<file path="src/rtl/vga_pkg.sv">
// Shared VGA timing constants for pixel-rate blocks.
// Holds the default 640x480@60 timing, the derived line/frame totals and the
// sync-window bounds. A small window helper is used by the sync decoders.
package vga_pkg;

    localparam int CNT_W = 10;

    localparam int H_VISIBLE_DEF = 640;
    localparam int H_FRONT_DEF   = 16;
    localparam int H_SYNC_DEF    = 96;
    localparam int H_BACK_DEF    = 48;
    localparam int V_VISIBLE_DEF = 480;
    localparam int V_FRONT_DEF   = 10;
    localparam int V_SYNC_DEF    = 2;
    localparam int V_BACK_DEF    = 33;
    localparam int TICK_DIV_DEF  = 4;

    localparam int H_TOTAL = H_VISIBLE_DEF + H_FRONT_DEF + H_SYNC_DEF + H_BACK_DEF;
    localparam int V_TOTAL = V_VISIBLE_DEF + V_FRONT_DEF + V_SYNC_DEF + V_BACK_DEF;

    localparam int H_SYNC_START = H_VISIBLE_DEF + H_FRONT_DEF;
    localparam int H_SYNC_END   = H_SYNC_START + H_SYNC_DEF;
    localparam int V_SYNC_START = V_VISIBLE_DEF + V_FRONT_DEF;
    localparam int V_SYNC_END   = V_SYNC_START + V_SYNC_DEF;

    // True when lo <= c < hi.
    function automatic logic in_window(input logic [CNT_W-1:0] c,
                                       input logic [CNT_W-1:0] lo,
                                       input logic [CNT_W-1:0] hi);
        return (c >= lo) && (c < hi);
    endfunction

endpackage

</file>
<file path="src/rtl/vga_tick_div.sv">
// Clock-to-pixel divider.
// Ports:
//   clk        - system clock, rising edge
//   reset      - asynchronous, active-high
//   pixel_tick - high on the last clk of every TICK_DIV-clk pixel period
module vga_tick_div #(
    parameter int TICK_DIV = 4
) (
    input  logic clk,
    input  logic reset,
    output logic pixel_tick
);

    localparam int DW = (TICK_DIV > 1) ? $clog2(TICK_DIV) : 1;
    localparam logic [DW-1:0] DIV_LAST = DW'(TICK_DIV - 1);

    logic [DW-1:0] div_q, div_d;

    // Masked by reset so that even a divide-by-1 instance stays quiet while held.
    assign pixel_tick = (div_q == DIV_LAST) && !reset;

    always_comb begin
        div_d = div_q + 1'b1;
        if (div_q == DIV_LAST) div_d = '0;
    end

    always_ff @(posedge clk or posedge reset) begin
        if (reset) div_q <= '0;
        else       div_q <= div_d;
    end

endmodule

</file>
<file path="src/rtl/vga_sync_gen.sv">
// VGA raster timing generator.
// Ports:
//   clk, reset  - system clock (rising edge), asynchronous active-high reset
//   x_control   - current pixel column (combinational from counter)
//   y_control   - current pixel row (combinational from counter)
//   video_on    - inside the visible area
//   hsync/vsync - active-low syncs, registered one clk to line up with rgb
//   pixel_tick  - last clk of each pixel
//   frame_start - pixel_tick on the final pixel of the frame (counters wrap)
module vga_sync_gen
    import vga_pkg::*;
#(
    parameter int H_VISIBLE = H_VISIBLE_DEF,
    parameter int H_FRONT   = H_FRONT_DEF,
    parameter int H_SYNC    = H_SYNC_DEF,
    parameter int H_BACK    = H_BACK_DEF,
    parameter int V_VISIBLE = V_VISIBLE_DEF,
    parameter int V_FRONT   = V_FRONT_DEF,
    parameter int V_SYNC    = V_SYNC_DEF,
    parameter int V_BACK    = V_BACK_DEF,
    parameter int TICK_DIV  = TICK_DIV_DEF
) (
    input  logic             clk,
    input  logic             reset,
    output logic [CNT_W-1:0] x_control,
    output logic [CNT_W-1:0] y_control,
    output logic             video_on,
    output logic             hsync,
    output logic             vsync,
    output logic             pixel_tick,
    output logic             frame_start
);

    // Bounds derived from this instance's parameters, sized to the counters.
    localparam logic [CNT_W-1:0] H_LAST  = CNT_W'(H_VISIBLE + H_FRONT + H_SYNC + H_BACK - 1);
    localparam logic [CNT_W-1:0] V_LAST  = CNT_W'(V_VISIBLE + V_FRONT + V_SYNC + V_BACK - 1);
    localparam logic [CNT_W-1:0] H_VIS   = CNT_W'(H_VISIBLE);
    localparam logic [CNT_W-1:0] V_VIS   = CNT_W'(V_VISIBLE);
    localparam logic [CNT_W-1:0] HS_BEG  = CNT_W'(H_VISIBLE + H_FRONT);
    localparam logic [CNT_W-1:0] HS_END  = CNT_W'(H_VISIBLE + H_FRONT + H_SYNC);
    localparam logic [CNT_W-1:0] VS_BEG  = CNT_W'(V_VISIBLE + V_FRONT);
    localparam logic [CNT_W-1:0] VS_END  = CNT_W'(V_VISIBLE + V_FRONT + V_SYNC);

    logic [CNT_W-1:0] h_q, h_d, v_q, v_d;
    logic             hsync_q, vsync_q;
    logic             line_end;

    vga_tick_div #(.TICK_DIV(TICK_DIV)) u_tick (
        .clk        (clk),
        .reset      (reset),
        .pixel_tick (pixel_tick)
    );

    assign line_end = pixel_tick && (h_q == H_LAST);

    always_comb begin
        h_d = h_q;
        v_d = v_q;
        if (pixel_tick) begin
            h_d = h_q + 1'b1;
            if (h_q == H_LAST) begin
                h_d = '0;
                v_d = (v_q == V_LAST) ? '0 : v_q + 1'b1;
            end
        end
    end

    always_ff @(posedge clk or posedge reset) begin
        if (reset) begin
            h_q     <= '0;
            v_q     <= '0;
            hsync_q <= 1'b1;
            vsync_q <= 1'b1;
        end else begin
            h_q     <= h_d;
            v_q     <= v_d;
            // Decode of the current counters, delayed one clk.
            hsync_q <= !in_window(h_q, HS_BEG, HS_END);
            vsync_q <= !in_window(v_q, VS_BEG, VS_END);
        end
    end

    assign x_control   = h_q;
    assign y_control   = v_q;
    assign video_on    = (h_q < H_VIS) && (v_q < V_VIS);
    assign hsync       = hsync_q;
    assign vsync       = vsync_q;
    assign frame_start = line_end && (v_q == V_LAST);

endmodule
</file>
<file path="config.mk">
export PLATFORM = sky130hd
export DESIGN_NAME = vga_sync_gen
export DESIGN_NICKNAME = d
export VERILOG_FILES = /design/src/rtl/vga_pkg.sv /design/src/rtl/vga_tick_div.sv /design/src/rtl/vga_sync_gen.sv
export SDC_FILE = /design/constraint.sdc
export NUM_CORES = 1
export LEC_CHECK = 0
export ABC_AREA = 1
export BUFFER_PORTS_ARGS = -buffer_cell sky130_fd_sc_hd__buf_2
export CAP_MARGIN = 30
export CORE_MARGIN = 3
export CORE_UTILIZATION = 40
export CTS_CLUSTER_SIZE = 30
export DETAILED_ROUTE_END_ITERATION = 6
export GPL_TIMING_DRIVEN = 0
export HOLD_SLACK_MARGIN = 0.15
export PLACE_DENSITY_LB_ADDON = 0.05
export SETUP_SLACK_MARGIN = 0.02
export SYNTH_ARGS = -nofsm -noshare
export SYNTH_HDL_FRONTEND = slang
export SYNTH_SLANG_ARGS = --single-unit
</file>
<file path="constraint.sdc">
create_clock -name clk -period 1.5 [get_ports clk]
set_input_delay 0.075 -clock clk [delete_from_list [all_inputs] [get_ports clk]]
set_output_delay 0.075 -clock clk [all_outputs]
set_load 0.005 [all_outputs]
</file>
==> impl_metrics.py, run 1 <==
metrics = {
    "hold_path": {
        "min_to": "x_control[0]",
        "hp-start": "reset",
        "whs_path_depth": 5,
        "hold_class": "in2reg",
    },
    "yosys": {
        "yosys_warnings": 0,
        "synth.ff_latch_count": 24,
        "synthTopCellsByArea": "dfrtp_1 40%, nand2_1 8.7%, ha_1 5.4%",
        "synth_area_um2": 1390,
        "synthesis.nets": 178,
        "netlist_instances": 170,
        "syn_avg_cell_area_um2": 8.15,
        "synth_top_area_share_pct": 39.7,
        "yosysSeqAreaShare_pct": 43.5,
        "synth_top_area_cell": "dfrtp_1",
        "ys_types": 27,
    },
    "clocking": {
        "htreeDepth": 1,
        "cts_made_buffers": 3,
        "cts_tree": "yes",
        "cts.sinks": 24,
        "root_buffer": "clkbuf_4",
        "clock_path_buffers": 2,
        "cts.clk_slew.worst_paths_ns": 0.13,
        "clk_latency_ns": 0.32,
    },
    "worst_setup_path": {
        "worstPathArrival_ns": 1.53,
        "critPathMaxFanout": 2,
        "cp-end-kind": "output port",
        "rr_startpoint": "x_control[0]",
        "crit_type": "reg2out",
        "critPathRequiredTime_ns": 1.42,
        "r2r_setup_slack_ns": 0.02,
        "timing.rr.end": "y_control[5]",
        "start_kind": "flop",
        "reg2reg_depth": 7,
    },
    "sta": {
        "worstMarginPinSlew_ns": 0.408,
        "clock.fmax_mhz": 622,
        "maxSlewHeadroom_pct": 72.7,
        "fin_crit_sh_pct": 107,
        "rsz0062_at_grt": "true",
        "finalSetupViolations": 1,
        "period_minus_slack_ns": 1.61,
        "final-hold-violation-count": 0,
        "finClkSkew_ns": 0.00688,
        "slew_violations": 0,
        "setup_ws_ns": -0.107,
        "hold_slack_ns": 0.219,
    },
    "finish": {
        "final_cell_mix": "29 x nand2_1, 26 x buf_2, 19 x dfrtp_1, 17 x nor2_1, 14 x inv_1",
        "regArea_um2": 607,
        "drive_gt1_share_pct": 40.4,
        "fillers": 298,
        "finalInstanceArea_um2": 1840,
        "n_antenna_cell": 0,
        "area_delta_synth_final_pct": 32.5,
        "multi_input_comb_area_um2": 790,
        "fin_nets": 222,
        "final_common_cell": "nand2_1",
    },
    "power_and_ir_drop": {
        "p_per_area_nw_per_um2": 718,
        "vdd_drop_max_mv": 0.517,
        "leakage_nw": 0.848,
    },
    "die": {
        "start_util_pct": 43.6,
        "die_x_um": 64.8,
        "io_pins": 27,
        "rows": 20,
        "die_area_um2": 4200,
        "core_um2": 3180,
        "die-height_um": 64.8,
    },
    "drt": {
        "viasPerCell": 4.88,
        "wl_per_cell_um": 12.2,
        "dr.pass1.iters": 4,
        "vias": 1255,
        "drt-total-wl_um": 3140,
        "first_iter_violations": 48,
        "antenna_left": 0,
        "drc_errors": 0,
    },
    "place": {
        "place_area_um2": 1570,
        "buffer_ports.inserted": 26,
        "globalplace.congestion": 0.821,
        "dp_hpwl_um": 2150,
    },
    "global_route": {
        "grt_pass1_vias": 1081,
        "grt_pass1_wl_um": 5020,
        "grt_max_degree": 25,
        "grt_overflow_total": 0,
        "antenna_found_initial": 0,
        "grtUsageTotal_pct": 15.2,
    },
    "run_status": {
        "status": "complete, but fails checks",
        "violations": "setup timing",
    },
    "run": {
        "cap_violations": 0,
    },
}
## worst max-delay path: stages, from the launching register on
cell and delay, ns:
dfrtp_2 0.43, inv_2 0.08, ha_4 0.13, inv_2 0.04
nor3_4 0.16, nand4_1 0.11, nor2_1 0.13, buf_2 0.12
## cell usage after synthesis, drive strengths merged
| cell | count |
|---|---|
| nand3 | 16 |
| nand4 | 3 |
| a21oi | 1 |
| dfrtp | 22 |
| nand2 | 35 |
| nor2 | 27 |
| nor4 | 2 |
| nor3 | 9 |
| o2111ai | 1 |
| ha | 6 |
| xor2 | 8 |
| o21ai | 9 |
| or2 | 1 |
| xnor2 | 1 |
| o21bai | 1 |
| inv | 24 |
| dfstp | 2 |
| nor3b | 1 |
| o221ai | 1 |
## flip-flops by register name (all words and copies together), names as in the netlist
signal        flops
x_control        10
hsync             1
y_control        10
vsync             1
u_tick.div_q      2
## metal layers
metal	up-vias	GRT usage [%]	routed length (um)
met3	4	2.08	149
met5	-	0	0
met2	36	21.7	1380
met1	577	23.0	1580
li1	638	-	-
met4	0	5.54	27
## cell type report
cell class	count	area share [%]
clock buffer	4	1.98
inverter	24	5.52
multi-input combinational	123	43.0
sequential	24	33.1
tap	44	3.00
timing repair buffer	38	13.4
## per-stage QoR
step | util (%) | std cells | power [mW] | TNS [ns] | setup slack, ns
2_1_floorplan | - | 170 | 0.870 | 0 | 0.180
3_3_place_gp | 49.5 | 240 | 0.949 | -1.51 | -0.161
3_5_place_dp | 49.5 | 240 | 0.950 | -2.07 | -0.185
4_1_cts | 51.9 | 247 | 1.30 | -0.130 | -0.130
5_1_grt | 57.8 | 257 | 1.40 | -0.781 | -0.250
6_report | 57.8 | 257 | 1.32 | -0.107 | -0.107
## how the worst max path moves through the flow
stage            startpoint      endpoint  slack, ns  cells after the start
6_report       y_control[1]   frame_start      -0.11                      7
5_1_grt        y_control[0]   frame_start      -0.25                      7
4_1_cts        y_control[1]   frame_start      -0.13                      7
3_5_place_dp          reset  y_control[1]      -0.19                      8
3_3_place_gp          reset  y_control[0]      -0.16                      8
2_1_floorplan  x_control[0]  y_control[5]       0.18                      7
## logic make-up after synthesis
family                     synth area share [%]
adders and majority gates                  5.42
xor gates and xnor gates                   5.69
buffers and inverters                      6.68
DFF                                        43.5
AOI/OAI and AO/OA                          5.42
and+or+nand+nor                            33.2
## where the power goes
| group | internal (mW) | switching, mW | leakage, nW | total [mW] |
|---|---|---|---|---|
| sequential | 0.696 | 0.0829 | 0.283 | 0.779 |
| combinational | 0.0927 | 0.0999 | 0.544 | 0.193 |
| clock | 0.149 | 0.197 | 0.0210 | 0.346 |
## repair_timing
item                                    CTS  global route
resized for setup                         5            28
endpoints found under the setup margin    2            18
setup buffers                             2             8
pin swaps                                 0            11
hold buffers                              1             0
cloned                                    0             1
hold endpoints to repair                 24             0
Note: power is estimated with default switching activity, not from simulation.
==> run 2: changes to the inputs <==
--- a/config.mk
+++ b/config.mk
@@ -6,13 +6,12 @@
 export NUM_CORES = 1
 export LEC_CHECK = 0
 export ABC_AREA = 1
-export BUFFER_PORTS_ARGS = -buffer_cell sky130_fd_sc_hd__buf_2
 export CAP_MARGIN = 30
 export CORE_MARGIN = 3
 export CORE_UTILIZATION = 40
 export CTS_CLUSTER_SIZE = 30
 export DETAILED_ROUTE_END_ITERATION = 6
-export GPL_TIMING_DRIVEN = 0
+export DONT_BUFFER_PORTS = 1
 export HOLD_SLACK_MARGIN = 0.15
 export PLACE_DENSITY_LB_ADDON = 0.05
 export SETUP_SLACK_MARGIN = 0.02
==> run 2 against run 1 <==
The flow still finishes with violations (setup timing). Global-route usage rose by 0.24 points. Die area unchanged. Clock skew shrank 0.0015 ns. Sequential power down 3.1%. Worst hold slack gained 0.092 ns. Routed wire length did not move. First-iteration DRC count grew 2.1%. Non-clock buffer count fell by 20. Critical path type unchanged.
==> impl_metrics.py, run 2 (same netlist as run 1, synthesis figures left out) <==
metrics = {
    "sta": {
        "finClkSkew_ns": 0.00540,
        "fin_crit_sh_pct": 110,
        "slew_violations": 0,
        "final-hold-violation-count": 0,
        "period_minus_slack_ns": 1.64,
        "maxSlewHeadroom_pct": 78.3,
        "fin_tns_setup_ns": -0.143,
        "finalSetupViolations": 1,
        "setup_ws_ns": -0.143,
        "rsz0062_at_grt": "true",
        "clock.fmax_mhz": 609,
        "worstMarginPinSlew_ns": 0.324,
    },
    "worst_setup_path": {
        "r2r_setup_slack_ns": 0.05,
        "cp_cell_sequence": "inv_2, ha_4, inv_2, nor3_4, nand4_1, nor2_2",
        "startpoint": "y_control[0]",
        "critPathRequiredTime_ns": 1.42,
        "cpMostUsedCell": "inv_2",
        "crit_family": "simple AND/OR/NAND/NOR gates",
        "crit_type": "reg2out",
        "crit_cells": 6,
        "reg2reg_depth": 8,
        "crit_end": "frame_start",
        "critPathMaxFanout": 4,
        "slowest_delay_ns": 0.47,
        "start_kind": "flop",
        "timing.rr.end": "y_control[2]",
        "slowest_stage": "dfrtp_2",
        "rr_startpoint": "y_control[0]",
        "cp-end-kind": "output port",
        "worst-path-buf-inv": 2,
        "worstPathArrival_ns": 1.57,
    },
    "finish": {
        "final_common_cell": "nand2_1",
        "n_antenna_cell": 0,
        "drive_gt1_share_pct": 30.1,
        "area_delta_synth_final_pct": 22.4,
        "utilization_pct": 53.3,
        "final_cell_mix": "30 x nand2_1, 20 x dfrtp_1, 18 x nor2_1, 16 x inv_1, 16 x buf_4",
        "final_cells": 237,
        "fin_nets": 202,
        "fillers": 311,
    },
    "power_and_ir_drop": {
        "p_clk_share_pct": 26.7,
        "p_per_area_nw_per_um2": 781,
        "vdd_drop_max_mv": 0.491,
        "leakage_nw": 0.764,
        "p_int_mw": 0.939,
        "switching_share_pct": 29.0,
        "power.switching_mw": 0.384,
        "power_frac_comb_pct": 16.2,
        "p_seq_share_pct": 57.1,
    },
    "place": {
        "globalplace.congestion": 0.837,
        "dp_slack_ns": 0.0824,
        "dp_hpwl_um": 2240,
        "dp_cells": 225,
        "buffer_ports.inserted": 0,
    },
    "die": {
        "die_x_um": 64.8,
        "start_util_pct": 43.6,
        "die_area_um2": 4200,
        "io_pins": 27,
        "die-height_um": 64.8,
        "rows": 20,
        "core_um2": 3180,
    },
    "run": {
        "cap_violations": 0,
    },
    "global_route": {
        "grt_pass1_vias": 1050,
        "grt_overflow_total": 0,
        "grt_pass1_wl_um": 5090,
        "grt_max_degree": 25,
        "antenna_found_initial": 0,
        "grtUsageTotal_pct": 15.4,
    },
    "drt": {
        "antenna_left": 0,
        "dr.pass1.iters": 4,
        "drc_errors": 0,
        "viasPerCell": 4.94,
        "first_iter_violations": 49,
        "wl_per_cell_um": 13.2,
        "vias": 1170,
        "drt-total-wl_um": 3140,
    },
    "clocking": {
        "clock_path_buffers": 2,
        "cts.sinks": 24,
        "cts_made_buffers": 3,
        "cts.clk_slew.worst_paths_ns": 0.14,
        "cts_tree": "yes",
        "clk_latency_ns": 0.32,
        "root_buffer": "clkbuf_4",
        "htreeDepth": 1,
    },
    "run_status": {
        "violations": "setup timing",
        "status": "complete, but fails checks",
    },
    "hold_path": {
        "hold_class": "in2async",
    },
}
[run 2: changes by cell type in the layout (fill, tap and decap cells not counted), sizes merged]
| cell | previous run | this run |
|---|---|---|
| buf | 37 | 17 |
| clkinv | 1 | 0 |
| inv | 22 | 23 |
[run 2: routing by layer]
layer / routed length (um) / up-vias / track usage [%]
li1: - / 598 / -
met1: 1530 / 542 / 22.0
met2: 1380 / 28 / 22.3
met3: 206 / 2 / 5.55
met4: 21 / 0 / 3.17
met5: 0 / - / 0
[run 2: worst min path at each step]
stage                     startpoint               to
after floorplan                reset  u_tick.div_q[0]
after global placement         reset  u_tick.div_q[0]
after detailed placement       reset  u_tick.div_q[1]
after CTS                      reset  u_tick.div_q[1]
after global routing           reset  u_tick.div_q[1]
final                          reset     y_control[2]
[run 2: metrics by stage]
step | power [mW] | instance area, um^2 | hold slack [ns]
2_1_floorplan | 0.870 | 1390 | -0.0437
3_3_place_gp | 0.966 | 1530 | 0.0516
3_5_place_dp | 0.970 | 1530 | 0.0565
5_1_grt | 1.40 | 1700 | 0.326
6_report | 1.32 | 1700 | 0.311
4_1_cts | 1.33 | 1590 | 0.306
[run 2: area by class of cell]
class | instances | area [um^2] | area share, %
Clock buffer | 4 | 36.3 | 2.14
Inverter | 24 | 98.8 | 5.83
Multi-Input combinational cell | 123 | 758 | 44.7
Sequential cell | 24 | 606 | 35.7
Tap cell | 44 | 55.1 | 3.25
Timing Repair Buffer | 18 | 141 | 8.34
[run 2: power by group through the flow]
stage               logic (mW)  registers [mW]  clock network [mW]
CTS                      0.212           0.749               0.366
floorplan               0.0923           0.778                   0
finish                   0.215           0.755               0.354
global placement         0.208           0.758                   0
global route             0.249           0.765               0.391
detailed placement       0.209           0.761                   0
[run 2: worst reg2reg max path: stages (launching register included)]
cell and delay [ns]:
dfrtp_2 0.47, inv_2 0.11, ha_4 0.14, inv_2 0.05
nor2_1 0.09, nand4_1 0.17, buf_4 0.20, nand3_1 0.06
o21ai_1 0.06
[run 2: timing repair]
item | CTS | global route
hold buffers | 1 | 0
cloned | 0 | 1
endpoints found under the hold margin | 24 | 0
resized for setup | 6 | 15
buffers inserted | 0 | 6
pin swaps | 0 | 5
endpoints found under the setup margin | 2 | 14
